===== src/rtl/johnson_phase_tracker_pkg.sv =====
// Shared types and Johnson-code helpers for the phase tracker.
// Helpers take the ring width n explicitly so any instance width up to MAXN can use them.
package johnson_pkg;

  typedef enum logic [1:0] {
    ACQ    = 2'd0,
    LOCKED = 2'd1,
    FAULT  = 2'd2
  } state_t;

  localparam int MAXN = 32;

  function automatic int jc_popcount(input logic [MAXN-1:0] code, input int n);
    int p;
    p = 0;
    for (int i = 0; i < MAXN; i++) begin
      if (i < n && code[i]) p++;
    end
    return p;
  endfunction

  // LSB=0: ones packed against the MSB; LSB=1: ones packed against the LSB.
  function automatic logic jc_is_legal(input logic [MAXN-1:0] code, input int n);
    int   p;
    logic ok;
    logic e;
    p  = jc_popcount(code, n);
    ok = 1'b1;
    for (int i = 0; i < MAXN; i++) begin
      if (i < n) begin
        e = code[0] ? (i < p) : (i >= n - p);
        if (code[i] != e) ok = 1'b0;
      end
    end
    return ok;
  endfunction

  function automatic int jc_to_idx(input logic [MAXN-1:0] code, input int n);
    int p;
    p = jc_popcount(code, n);
    return code[0] ? (2 * n - p) : p;
  endfunction

  function automatic int jc_next_idx(input int idx, input int n);
    return (idx >= 2 * n - 1) ? 0 : idx + 1;
  endfunction

endpackage


===== src/rtl/johnson_phase_tracker_if.sv =====
// Signal bundle between the Johnson counter side and the phase tracker.
// No valid/ready handshake: code_in is taken every clk, outputs are updated every clk.
interface johnson_phase_tracker_if #(
  parameter int N  = 4,
  parameter int CW = 16
);
  import johnson_pkg::*;

  localparam int IW = $clog2(2 * N);

  logic [N-1:0]   code_in;
  logic           clr_err;
  logic [IW-1:0]  phase_idx;
  logic [2*N-1:0] phase_onehot;
  logic           phase_valid;
  logic           locked;
  logic           err_illegal;
  logic           err_seq;
  logic           wrap_pulse;
  logic [CW-1:0]  wrap_count;
  state_t         dbg_state;

  modport master (
    output code_in, clr_err,
    input  phase_idx, phase_onehot, phase_valid, locked,
    input  err_illegal, err_seq, wrap_pulse, wrap_count, dbg_state
  );

  modport slave (
    input  code_in, clr_err,
    output phase_idx, phase_onehot, phase_valid, locked,
    output err_illegal, err_seq, wrap_pulse, wrap_count, dbg_state
  );

endinterface


===== src/rtl/johnson_code_decode.sv =====
// Combinational Johnson code -> {legal, phase index}; index forced to 0 when illegal.
module johnson_code_decode
  import johnson_pkg::*;
#(
  parameter int N  = 4,
  parameter int IW = $clog2(2 * N)
) (
  input  logic [N-1:0]  code,
  output logic          legal,
  output logic [IW-1:0] idx
);

  logic [MAXN-1:0] code_w;

  always_comb begin
    code_w = MAXN'(code);
    legal  = jc_is_legal(code_w, N);
    idx    = legal ? IW'(jc_to_idx(code_w, N)) : '0;
  end

endmodule


===== src/rtl/johnson_phase_tracker.sv =====
// Tracks a free-running Johnson counter: decodes each sample, checks successor order,
// locks after LOCK_CNT good transitions, flags faults and counts full rings.
module johnson_phase_tracker
  import johnson_pkg::*;
#(
  parameter int N        = 4,
  parameter int LOCK_CNT = 2,
  parameter int CW       = 16
) (
  input logic                   clk,
  input logic                   rst,
  johnson_phase_tracker_if.slave bus
);

  localparam int IW = $clog2(2 * N);
  localparam int PW = 2 * N;
  localparam int GW = (LOCK_CNT < 2) ? 1 : $clog2(LOCK_CNT);

  state_t         state, state_n;
  logic [GW-1:0]  good_run, good_run_n;
  logic           prev_vld, prev_vld_n;
  logic [IW-1:0]  prev_idx, prev_idx_n;
  logic           legal_c;
  logic [IW-1:0]  idx_c;
  logic           succ;
  logic           wrap_n, set_ill, set_seq;

  logic [IW-1:0]  phase_idx_r;
  logic [PW-1:0]  phase_onehot_r;
  logic           phase_valid_r, err_illegal_r, err_seq_r, wrap_pulse_r;
  logic [CW-1:0]  wrap_count_r;

  johnson_code_decode #(.N(N), .IW(IW)) u_decode (
    .code  (bus.code_in),
    .legal (legal_c),
    .idx   (idx_c)
  );

  assign succ = prev_vld && (idx_c == IW'(jc_next_idx(int'(prev_idx), N)));

  always_comb begin
    state_n    = state;
    good_run_n = good_run;
    prev_vld_n = legal_c;
    prev_idx_n = legal_c ? idx_c : prev_idx;
    wrap_n     = 1'b0;
    set_ill    = !legal_c;
    set_seq    = (state == LOCKED) && legal_c && !succ;
    case (state)
      ACQ: begin
        // Wrong successor only restarts acquisition; it is not an error here.
        if (legal_c && succ) begin
          if (good_run == GW'(LOCK_CNT - 1)) begin
            state_n    = LOCKED;
            good_run_n = '0;
          end else begin
            good_run_n = good_run + 1'b1;
          end
        end else begin
          good_run_n = '0;
        end
      end
      LOCKED: begin
        if (!legal_c || !succ) state_n = FAULT;
        else                   wrap_n  = (prev_idx == IW'(PW - 1));
      end
      FAULT: begin
        // A fresh illegal sample beats clr_err and keeps us in FAULT.
        if (bus.clr_err && legal_c) begin
          state_n    = ACQ;
          good_run_n = '0;
          prev_vld_n = 1'b0;
        end
      end
      default: begin
        state_n    = ACQ;
        good_run_n = '0;
        prev_vld_n = 1'b0;
      end
    endcase
  end

  always_ff @(posedge clk) begin
    if (rst) begin
      state          <= ACQ;
      good_run       <= '0;
      prev_vld       <= 1'b0;
      prev_idx       <= '0;
      phase_idx_r    <= '0;
      phase_onehot_r <= '0;
      phase_valid_r  <= 1'b0;
      err_illegal_r  <= 1'b0;
      err_seq_r      <= 1'b0;
      wrap_pulse_r   <= 1'b0;
      wrap_count_r   <= '0;
    end else begin
      state          <= state_n;
      good_run       <= good_run_n;
      prev_vld       <= prev_vld_n;
      prev_idx       <= prev_idx_n;
      phase_idx_r    <= idx_c;
      phase_onehot_r <= legal_c ? (PW'(1) << idx_c) : '0;
      phase_valid_r  <= legal_c;
      err_illegal_r  <= set_ill | (err_illegal_r & ~bus.clr_err);
      err_seq_r      <= set_seq | (err_seq_r & ~bus.clr_err);
      wrap_pulse_r   <= wrap_n;
      wrap_count_r   <= wrap_count_r + CW'(wrap_n);
    end
  end

  assign bus.phase_idx    = phase_idx_r;
  assign bus.phase_onehot = phase_onehot_r;
  assign bus.phase_valid  = phase_valid_r;
  assign bus.locked       = (state == LOCKED);
  assign bus.err_illegal  = err_illegal_r;
  assign bus.err_seq      = err_seq_r;
  assign bus.wrap_pulse   = wrap_pulse_r;
  assign bus.wrap_count   = wrap_count_r;
  assign bus.dbg_state    = state;

endmodule


===== src/flat_wrapper.sv =====
// flat-port wrapper written by rule: the top's interface ports become plain ports
module johnson_phase_tracker_flat import johnson_pkg::*;
#(
  parameter int N        = 4,
  parameter int LOCK_CNT = 2,
  parameter int CW       = 16
)
  (clk, rst, bus_code_in, bus_clr_err, bus_phase_idx, bus_phase_onehot, bus_phase_valid, bus_locked, bus_err_illegal, bus_err_seq, bus_wrap_pulse, bus_wrap_count, bus_dbg_state);
  johnson_phase_tracker_if #(.N(N), .CW(CW)) bus_i ();
  input logic clk;
  input logic rst;
  input wire logic [$bits(bus_i.code_in)-1:0] bus_code_in;
  input wire logic [$bits(bus_i.clr_err)-1:0] bus_clr_err;
  output wire logic [$bits(bus_i.phase_idx)-1:0] bus_phase_idx;
  output wire logic [$bits(bus_i.phase_onehot)-1:0] bus_phase_onehot;
  output wire logic [$bits(bus_i.phase_valid)-1:0] bus_phase_valid;
  output wire logic [$bits(bus_i.locked)-1:0] bus_locked;
  output wire logic [$bits(bus_i.err_illegal)-1:0] bus_err_illegal;
  output wire logic [$bits(bus_i.err_seq)-1:0] bus_err_seq;
  output wire logic [$bits(bus_i.wrap_pulse)-1:0] bus_wrap_pulse;
  output wire logic [$bits(bus_i.wrap_count)-1:0] bus_wrap_count;
  output wire logic [$bits(bus_i.dbg_state)-1:0] bus_dbg_state;
  assign bus_i.code_in = bus_code_in;
  assign bus_i.clr_err = bus_clr_err;
  assign bus_phase_idx = bus_i.phase_idx;
  assign bus_phase_onehot = bus_i.phase_onehot;
  assign bus_phase_valid = bus_i.phase_valid;
  assign bus_locked = bus_i.locked;
  assign bus_err_illegal = bus_i.err_illegal;
  assign bus_err_seq = bus_i.err_seq;
  assign bus_wrap_pulse = bus_i.wrap_pulse;
  assign bus_wrap_count = bus_i.wrap_count;
  assign bus_dbg_state = bus_i.dbg_state;
  johnson_phase_tracker #(.N(N), .LOCK_CNT(LOCK_CNT), .CW(CW)) u_core (.clk(clk), .rst(rst), .bus(bus_i));
endmodule

===== config.mk =====
export PLATFORM = sky130hd
export DESIGN_NAME = johnson_phase_tracker_flat
export DESIGN_NICKNAME = d
export VERILOG_FILES = /design/src/rtl/johnson_phase_tracker_pkg.sv /design/src/rtl/johnson_phase_tracker_if.sv /design/src/rtl/johnson_code_decode.sv /design/src/rtl/johnson_phase_tracker.sv /design/src/flat_wrapper.sv
export SDC_FILE = /design/constraint.sdc
export NUM_CORES = 1
export LEC_CHECK = 0
export CELL_PAD_IN_SITES_DETAIL_PLACEMENT = 1
export CELL_PAD_IN_SITES_GLOBAL_PLACEMENT = 1
export CORE_AREA = 2 2 82 68
export DETAILED_ROUTE_END_ITERATION = 7
export DIE_AREA = 0 0 84 70
export GPL_ROUTABILITY_DRIVEN = 0
export PLACE_DENSITY = 0.82
export SYNTH_ARGS = -nofsm -noshare
export SYNTH_HDL_FRONTEND = slang
export SYNTH_HIERARCHICAL = 1
export SYNTH_SLANG_ARGS = --single-unit
export TNS_END_PERCENT = 50

===== constraint.sdc =====
create_clock -name clk -period 14 [get_ports clk]
set_clock_uncertainty 0.2 [all_clocks]
set_input_delay 2.8 -clock clk [delete_from_list [all_inputs] [get_ports clk]]
set_output_delay 2.8 -clock clk [all_outputs]
set_load 0.1 [all_outputs]

==> results of run 1 <==
## sequential cells by signal, summed over array words and instances (netlist names)
name                     flops
u_core/bus.phase_valid       1
u_core/bus.dbg_state         2
u_core/prev_idx              3
u_core/bus.phase_onehot      8
u_core/bus.wrap_count       16
u_core/bus.phase_idx         3
u_core/prev_vld              1
u_core/good_run              1
u_core/bus.err_seq           1
u_core/bus.err_illegal       1
u_core/bus.wrap_pulse        1
## worst register-to-register path: stages, from the launching register on
cell and delay (ns):
dfxtp_1 0.37, ha_1 0.22, ha_1 0.26, nor3b_1 0.32
o221ai_1 0.15, o22a_1 0.28, nor2_1 0.16, ha_1 0.23
nand3_1 0.15, or2_4 0.29, or4_1 0.47, a21oi_1 0.14
## layout make-up
type,count,share of cell area
tap,65,0.0314
clock buffer,6,0.0319
clock inverter,1,0.0116
inverter,10,0.0145
sequential,38,0.294
multi-input combinational,167,0.454
timing repair buffer,43,0.163
## final timing paths
| check | start | end | slack [ns] | depth (start not counted) |
|---|---|---|---|---|
| setup / recovery | bus_code_in[0] | u_core/bus.wrap_count[15] | 4.67 | 23 |
| hold / removal | u_core/bus.wrap_count[15] | u_core/bus.wrap_count[15] | 0.29 | 2 |
| setup reg to reg | u_core/prev_idx[0] | u_core/bus.wrap_count[15] | 10.70 | 11 |
| hold reg to reg | u_core/bus.wrap_count[15] | u_core/bus.wrap_count[15] | 0.29 | 2 |
## cell families (layout without fill, tap and decap cells)
kind of cell               after synthesis  after routing
AOI/OAI and AO/OA                       34             34
xor gates and xnor gates                18             18
adders and majority gates               14             14
buffers and inverters                   17             60
DFF                                     38             38
muxes                                    4              4
other                                    1              1
and+or+nand+nor                         96             96
## per-layer routing
metal / vias up / GRT usage / wire length [um] / share of wire
li1: 860 / - / - / -
met1: 817 / 0.242 / 2430 / 0.51
met2: 30 / 0.264 / 2170 / 0.46
met3: 5 / 0.0319 / 116 / 0.024
met4: 0 / 0.0376 / 48 / 0.010
met5: - / 0 / 0 / 0
## cells in the mapped netlist, types with 3 or more instances
library cell	instances
dfxtp_1	38
ha_1	14
clkbuf_1	4
mux2i_1	4
nor4b_1	4
nand3_1	10
a21oi_1	5
nand4_1	3
nand2_1	11
o31ai_1	3
nor2_1	26
xor2_1	7
inv_1	8
nand2b_1	7
a31oi_1	3
nor3_1	7
xnor2_1	8
o21ai_0	5
nor2b_1	7
## per-stage QoR
| stage | instance area [um2] | setup slack, ns | hold slack [ns] | total power [mW] | util |
|---|---|---|---|---|---|
| 3_5_place_dp | 2480 | 4.46 | 0.277 | 0.167 | 0.477 |
| 5_1_grt | 2590 | 4.12 | 0.319 | 0.271 | 0.499 |
| 2_1_floorplan | 2010 | 5.91 | 0.298 | 0.154 | - |
| 3_3_place_gp | 2480 | 4.64 | 0.266 | 0.166 | 0.477 |
| 6_report | 2590 | 4.67 | 0.285 | 0.259 | 0.499 |
| 4_1_cts | 2590 | 4.71 | 0.288 | 0.261 | 0.499 |
## power groups by stage
stage	logic (mW)	registers (mW)	clock network, mW
detailed placement	0.0543	0.113	0
floorplan	0.0305	0.123	0
global route	0.0595	0.111	0.101
global placement	0.0531	0.113	0
finish	0.0546	0.111	0.0938
CTS	0.0546	0.111	0.0957
==> results.json, run 1 <==
{
  "irDropWorstVdd_mv": 0.0553,
  "period_share": 0.667,
  "end_kind": "flip-flop",
  "start_util": 0.387,
  "antenna_cells": 0,
  "required_ns": 14.03,
  "htree_levels": 2,
  "yosys_warnings": 6,
  "grt_max_degree": 26,
  "stdcell_count": 330,
  "hp-class": "reg -> reg",
  "p_leak_nw": 0.974,
  "final_cell_mix": "clkdlybuf4s50_1, dfxtp_1, nor2_1",
  "synth_mux_area_frac": 0.0199,
  "finalCriticalPeriod_ns": 9.33,
  "die_h_um": 70,
  "switching_power_mw": 0.0731,
  "drc": 0,
  "wire_per_inst_um": 14.4,
  "ant_nets": 0,
  "track_usage": 0.169,
  "area_growth_pct": 28.9,
  "rsz0062_at_grt": "no",
  "clock-root-buffer": "clkbuf_8",
  "core.rowCount": 24,
  "crit_path_cell_trace": "clkdlybuf4s50_1 > inv_2 > ha_1 > xor2_2 > ha_1 > nand2b_1 > o211a_1 > o21ai_0 > ha_1 > nand2b_1 > nor4b_1 > o21ai_1 > xnor2_1 > nor4b_1 > nor4bb_1 > a31oi_1 > o22a_1 > nor2_1 > ha_1 > nand3_1 > or2_4 > or4_1 > a21oi_1",
  "slowest_stage": "nor4b_1",
  "grt.overflow.total": 0,
  "fillCellCount": 598,
  "netlist_top_cells_area": "dfxtp_1, ha_1, nor2_1, xnor2_1, xor2_1",
  "wirelength_um": 4770,
  "start_kind": "input port",
  "switching_share": 0.282,
  "path_max_fanout": 10,
  "synth-xor-area-share": 0.0897,
  "layout_commonest_cell": "clkdlybuf4s50_1",
  "synth_largest_area_cell": "dfxtp_1",
  "antenna_found_initial": 0,
  "final.setup.tns_ns": 0,
  "syn_area_um2": 2010,
  "dieArea_um2": 5880,
  "power_density_nw_per_um2": 100,
  "placed_cells": 323,
  "syn_inst": 222,
  "dr.pass1.iters": 4,
  "crit_arrival_ns": 9.36,
  "cts_made_buffers": 5,
  "synth-simple-area-share": 0.263,
  "drv_slew": 0,
  "internal_power_mw": 0.186,
  "postCtsResizedCells": 0,
  "synth-edff-count": 0,
  "grt_pass1_wl_um": 8150,
  "critPathMaxStageDelay_ns": 0.98,
  "core_area_um2": 5190,
  "cts_setup_buffers": 0,
  "multi_input_area_um2": 1170,
  "hold_buffers": 0,
  "synth-async-reset-ratio": 0,
  "vias": 1712,
  "finalHoldViolCount": 0,
  "ioPinCount": 41,
  "port_buffers": 40,
  "synth_flop_cell": "dfxtp_1",
  "synth_top_family_by_area": "simple AND/OR/NAND/NOR gates",
  "path_buf_inv": 2,
  "setup_viol": 0,
  "drive_gt1_frac": 0.102,
  "clock_latency_ns": 0.29,
  "synth_fa_ha_area_frac": 0.0872,
  "cts_sinks": 38,
  "cts_buffer_depth": 2,
  "tightest_slew_ns": 1.14,
  "fp.dieW_um": 84,
  "worstSetupPathType": "in -> reg",
  "seqPwrFrac": 0.427,
  "clk_pin_slew_ns": 0.07,
  "drtIter0Drc": 77,
  "cap_violations": 0,
  "fin_nets": 286,
  "fmax_mhz": 107,
  "dpl.hpwl_um": 3580,
  "p_comb_frac": 0.211,
  "syn_avg_cell_area_um2": 9.05,
  "critPathTopFamily": "simple AND/OR/NAND/NOR gates",
  "synth_cell_types": 57,
  "synth_top_area_frac": 0.379,
  "synth_seq_cells": 38,
  "ys_seq_area_frac": 0.379,
  "relSlewSlack": 0.230,
  "synth_compound_area_frac": 0.123,
  "viasPerCell": 5.19,
  "cts_tree": "yes",
  "syn_nets": 243,
  "clkPwrFrac": 0.362,
  "run_status": "completed",
  "grt_pass1_vias": 1709,
  "cpMostUsedCell": "ha_1",
  "regArea_um2": 761
}
Note: power is estimated with default switching activity, not from simulation.
==> inputs of run 2 (changes only) <==
--- a/config.mk
+++ b/config.mk
@@ -7,11 +7,11 @@
 export LEC_CHECK = 0
 export CELL_PAD_IN_SITES_DETAIL_PLACEMENT = 1
 export CELL_PAD_IN_SITES_GLOBAL_PLACEMENT = 1
-export CORE_AREA = 2 2 82 68
+export CORE_AREA = 2 2 85 71
 export DETAILED_ROUTE_END_ITERATION = 7
-export DIE_AREA = 0 0 84 70
+export DIE_AREA = 0 0 87 73
 export GPL_ROUTABILITY_DRIVEN = 0
-export PLACE_DENSITY = 0.82
+export PLACE_DENSITY = 0.76
 export SYNTH_ARGS = -nofsm -noshare
 export SYNTH_HDL_FRONTEND = slang
 export SYNTH_HIERARCHICAL = 1
==> constraint.sdc (replaced) <==
create_clock -name clk -period 9.7 [get_ports clk]
set_clock_uncertainty 0.2 [all_clocks]
set_input_delay 1.94 -clock clk [delete_from_list [all_inputs] [get_ports clk]]
set_output_delay 1.94 -clock clk [all_outputs]
set_load 0.1 [all_outputs]
==> run 2 against run 1 <==
Count of clock-buffer cells in the layout unchanged; clock power up 75%; sequential share of layout area down 0.36 points; design area is 1.3% higher; global-route usage is 0.20 points lower; power grew 55%; largest power group is now the clock network; combinational power increased by 43%; largest cell class unchanged; setup slack got worse by 3.1 ns; register-to-register slack got worse by 4.3 ns; die area grew 8.0%.
==> results.json, run 2 (synthesized netlist as in run 1, its figures left out) <==
{
  "run_status": "completed",
  "required_ns": 9.70,
  "irDropWorstVdd_mv": 0.0702,
  "tightest_slew_ns": 0.980,
  "p_leak_nw": 0.988,
  "crit_arrival_ns": 8.15,
  "worstSetupPathType": "in -> reg",
  "wirelength_um": 4910,
  "finalCriticalPeriod_ns": 8.15,
  "cap_violations": 0,
  "drive_gt1_frac": 0.105,
  "port_buffers": 40,
  "cts_tree": "yes",
  "final.setup.tns_ns": 0,
  "fmax_mhz": 123,
  "power_density_nw_per_um2": 153,
  "ant_nets": 0,
  "min_path_cells": 2,
  "cts_made_buffers": 5,
  "final_cell_area_um2": 2620,
  "antenna_cells": 0,
  "cts_buffer_depth": 2,
  "multi_input_area_um2": 1170,
  "hold_buffers": 0,
  "layout_commonest_cell": "clkdlybuf4s50_1",
  "wire_per_inst_um": 14.7,
  "vias": 1725,
  "htree_levels": 2,
  "postCtsResizedCells": 0,
  "largest_register_ffs": 16,
  "final_cell_mix": "clkdlybuf4s50_1, dfxtp_1, nor2_1",
  "period_share": 0.840,
  "end_kind": "flip-flop",
  "viasPerCell": 5.18,
  "regArea_um2": 761,
  "clock-root-buffer": "clkbuf_8",
  "grt_pass1_vias": 1736,
  "clock_latency_ns": 0.28,
  "fin_util": 0.468,
  "track_usage": 0.167,
  "setup_viol": 0,
  "dr.pass1.iters": 4,
  "switching_power_mw": 0.106,
  "ioPinCount": 41,
  "relSlewSlack": 0.344,
  "dieArea_um2": 6350,
  "drtIter0Drc": 49,
  "clk_pin_slew_ns": 0.07,
  "antenna_found_initial": 0,
  "path_max_fanout": 10,
  "rsz0062_at_grt": "no",
  "drc": 0,
  "start_kind": "input port",
  "dpl.hpwl_um": 3590,
  "switching_share": 0.263,
  "area_growth_pct": 30.5,
  "fp.dieW_um": 87,
  "clkPwrFrac": 0.407,
  "grt_pass1_wl_um": 8340,
  "fin_nets": 286,
  "seqPwrFrac": 0.398,
  "cts_sinks": 38,
  "grt_max_degree": 26,
  "drv_slew": 0,
  "p_comb_frac": 0.195,
  "place_area_um2": 2480,
  "core.rowCount": 25,
  "cts_setup_buffers": 0,
  "hp-class": "reg -> reg",
  "core_area_um2": 5600,
  "rr_worst_depth": 11,
  "grt.overflow.total": 0,
  "finalHoldViolCount": 0,
  "internal_power_mw": 0.296,
  "start_util": 0.359,
  "die_h_um": 73,
  "fillCellCount": 662
}
[run 2: metal layers]
metal,up-vias,GRT usage,share of wire
met1,826,0.217,0.48
met4,0,0.0538,0.0061
met2,33,0.272,0.49
li1,864,-,-
met5,-,0,0
met3,2,0.0407,0.025
[run 2: layout make-up]
class	count	area share
multi-input combinational	167	0.448
sequential	38	0.290
timing repair buffer	43	0.161
tap	67	0.0320
clock buffer	6	0.0315
clock inverter	2	0.0229
inverter	10	0.0143
[run 2: per-stage QoR]
step,power (mW),std cells,hold slack (ns),setup slack (ns)
floorplan,0.222,222,0.298,2.47
global placement,0.240,325,0.265,1.49
detailed placement,0.241,325,0.271,1.34
CTS,0.406,333,0.286,1.59
global route,0.421,333,0.315,0.967
finish,0.402,333,0.281,1.55
[run 2: path summary, 6_finish.rpt]
check,from,to,slack [ns]
worst max-delay path,bus_code_in[0],u_core/bus.wrap_count[15],1.55
worst min-delay path,u_core/bus.err_illegal,u_core/bus.err_illegal,0.28
worst max register to register,u_core/prev_idx[0],u_core/bus.wrap_count[15],6.37
worst min register to register,u_core/bus.err_illegal,u_core/bus.err_illegal,0.28
[run 2: power groups by stage]
stage	registers (mW)	logic, mW	clock network [mW]
6_report	0.160	0.0783	0.164
5_1_grt	0.160	0.0856	0.175
4_1_cts	0.160	0.0786	0.168
3_5_place_dp	0.163	0.0779	0
3_3_place_gp	0.163	0.0768	0
2_1_floorplan	0.178	0.0441	0
[run 2: worst max-delay path, cell delays in order]
cell	delay, ns
clkdlybuf4s50_1	0.64
inv_2	0.15
ha_1	0.40
xor2_2	0.22
ha_1	0.32
nor2b_1	0.06
a31oi_1	0.45
inv_1	0.14
ha_1	0.30
nor4b_1	0.35
and3_1	0.22
a211oi_2	0.05
xnor2_1	0.17
nor2_2	0.12
nor4b_1	0.23
buf_4	0.21
nor3b_1	0.24
o221ai_1	0.15
o22a_1	0.29
nor2_1	0.17
ha_1	0.25
nand3_1	0.15
or2_4	0.29
or4_1	0.49
a21oi_1	0.15
==> inputs of run 3 (changes only) <==
--- a/config.mk
+++ b/config.mk
@@ -7,11 +7,11 @@
 export LEC_CHECK = 0
 export CELL_PAD_IN_SITES_DETAIL_PLACEMENT = 1
 export CELL_PAD_IN_SITES_GLOBAL_PLACEMENT = 1
-export CORE_AREA = 2 2 85 71
+export CORE_AREA = 2 2 89 74
 export DETAILED_ROUTE_END_ITERATION = 7
-export DIE_AREA = 0 0 87 73
+export DIE_AREA = 0 0 91 76
 export GPL_ROUTABILITY_DRIVEN = 0
-export PLACE_DENSITY = 0.76
+export PLACE_DENSITY = 0.73
 export SYNTH_ARGS = -nofsm -noshare
 export SYNTH_HDL_FRONTEND = slang
 export SYNTH_HIERARCHICAL = 1
==> constraint.sdc (replaced) <==
create_clock -name clk -period 7.15 [get_ports clk]
set_clock_uncertainty 0.2 [all_clocks]
set_input_delay 1.43 -clock clk [delete_from_list [all_inputs] [get_ports clk]]
set_output_delay 1.43 -clock clk [all_outputs]
set_load 0.1 [all_outputs]
==> run 3 against run 2 <==
Sequential cell count is the same; setup slack got worse by 1.2 ns; register-to-register slack worse by 2.4 ns; critical path depth unchanged; sequential share of layout area decreased by 1.2 points; first-iteration DRC count down 14%; cell count is 7.8% higher; global-route usage fell by 1.4 points; critical endpoint unchanged.
==> results.json, run 3 (synthesized netlist as in run 1, its figures left out) <==
{
  "cts_tree": "yes",
  "relSlewSlack": 0.332,
  "cap_violations": 0,
  "dieArea_um2": 6920,
  "cts_made_buffers": 5,
  "vias": 1787,
  "track_usage": 0.153,
  "dr.pass1.iters": 4,
  "wl_met3_um": 188,
  "met2_length_um": 2390,
  "start_kind": "input port",
  "hold_buffers": 0,
  "fillCellCount": 759,
  "path_buf_inv": 3,
  "slowest_stage": "clkdlybuf4s50_1",
  "finalHoldViolCount": 0,
  "critPathTopFamily": "compound AO/OA/AOI/OAI gates",
  "fp.dieW_um": 91,
  "required_ns": 7.17,
  "path_max_fanout": 8,
  "end_kind": "flip-flop",
  "wl_met1_um": 2400,
  "area_growth_pct": 36.1,
  "final_cell_mix": "clkdlybuf4s50_1, dfxtp_1, nor2_1",
  "worstSetupPathType": "in -> reg",
  "die_h_um": 76,
  "p_total_mw": 0.480,
  "rrSetupSlack_ns": 4.02,
  "irDropWorstVdd_mv": 0.0820,
  "rr_worst_depth": 11,
  "grt_max_degree": 26,
  "ant_nets": 0,
  "grt_pass1_wl_um": 8720,
  "cts_sinks": 38,
  "top_layer": "met4",
  "p_leak_nw": 1.04,
  "grt.overflow.total": 0,
  "antenna_found_initial": 0,
  "core_area_um2": 6120,
  "wire_per_inst_um": 14.1,
  "ioPinCount": 41,
  "fin_util": 0.447,
  "layout_commonest_cell": "clkdlybuf4s50_1",
  "wirelength_um": 5070,
  "fmax_mhz": 148,
  "viasPerCell": 4.98,
  "clk_pin_slew_ns": 0.07,
  "drtIter0Drc": 42,
  "power_density_nw_per_um2": 175,
  "drc": 0,
  "cts_setup_buffers": 0,
  "dpl.hpwl_um": 3790,
  "finalCriticalPeriod_ns": 6.76,
  "largest_register_ffs": 16,
  "holdPathEnd": "u_core/bus.err_illegal",
  "clock_latency_ns": 0.29,
  "port_buffers": 40,
  "antenna_cells": 0,
  "drive_gt1_frac": 0.164,
  "hp-class": "reg -> reg",
  "core.rowCount": 26,
  "min_path_cells": 2,
  "grt_pass1_vias": 1865,
  "clock-root-buffer": "clkbuf_8",
  "htree_levels": 2,
  "run_status": "completed",
  "fin_nets": 297,
  "min_from": "u_core/bus.err_illegal",
  "cpMostUsedCell": "ha_1",
  "setup_viol": 0,
  "critPathMaxStageDelay_ns": 0.50,
  "tightest_slew_ns": 0.999,
  "drv_slew": 0,
  "rr_endpoint": "u_core/bus.wrap_count[15]",
  "cts_buffer_depth": 2,
  "period_share": 0.945,
  "crit_arrival_ns": 6.78,
  "start_util": 0.329,
  "postCtsResizedCells": 0,
  "rr_startpoint": "u_core/prev_idx[0]"
}
==> run 3: cell count changes in the layout (fill, tap and decap cells not counted), sizes merged <==
cell and delta:
bufinv -2, buf +11
==> run 3: worst max-delay path by stage <==
| stage | cells after the start | end | slack, ns | start |
|---|---|---|---|---|
| 6_report | 25 | u_core/bus.wrap_count[15] | 0.39 | bus_code_in[0] |
| 5_1_grt | 24 | u_core/bus.wrap_count[15] | -0.005 | bus_code_in[1] |
| 4_1_cts | 23 | u_core/bus.wrap_count[15] | 0.12 | bus_code_in[0] |
| 3_5_place_dp | 23 | u_core/bus.wrap_count[15] | -0.11 | bus_code_in[0] |
| 3_3_place_gp | 22 | u_core/bus.wrap_count[15] | 0.11 | bus_code_in[0] |
| 2_1_floorplan | 22 | u_core/bus.wrap_count[15] | 0.43 | bus_code_in[0] |
==> run 3: per-layer routing <==
layer / up-vias / global-route usage
met2: 39 / 0.255
li1: 887 / -
met1: 852 / 0.192
met4: 0 / 0.0576
met3: 9 / 0.0366
met5: - / 0
==> run 3: area by class of cell <==
| class | instances | area (um2) | area share |
|---|---|---|---|
| Sequential cell | 38 | 761 | 0.278 |
| Timing Repair Buffer | 54 | 505 | 0.185 |
| Clock buffer | 6 | 82.6 | 0.0302 |
| Multi-Input combinational cell | 167 | 1240 | 0.455 |
| Inverter | 10 | 37.5 | 0.0137 |
| Tap cell | 84 | 105 | 0.0384 |
==> run 3: where the power goes <==
part	internal [mW]	leakage [nW]	switching, mW	total, mW
Combinational	0.0463	0.686	0.0742	0.121
Sequential	0.215	0.307	0.00152	0.217
Clock	0.0743	0.0431	0.0683	0.143
Total	0.336	1.04	0.144	0.480
==> run 3: tightest hold or removal path, stage by stage (launching register included) <==
cell and delay (ns):
dfxtp_1 0.31, nand2b_1 0.06, a21oi_1 0.06
==> run 3: stage by stage <==
| step | area [um2] | setup slack (ns) | setup TNS [ns] | hold WS [ns] | std cells |
|---|---|---|---|---|---|
| detailed placement | 2580 | -0.113 | -0.272 | 0.272 | 353 |
| floorplan | 2010 | 0.431 | 0 | 0.298 | 222 |
| global placement | 2580 | 0.110 | 0 | 0.263 | 353 |
| finish | 2740 | 0.392 | 0 | 0.284 | 359 |
| CTS | 2670 | 0.123 | 0 | 0.290 | 359 |
| global route | 2740 | -0.00519 | -0.00519 | 0.307 | 359 |
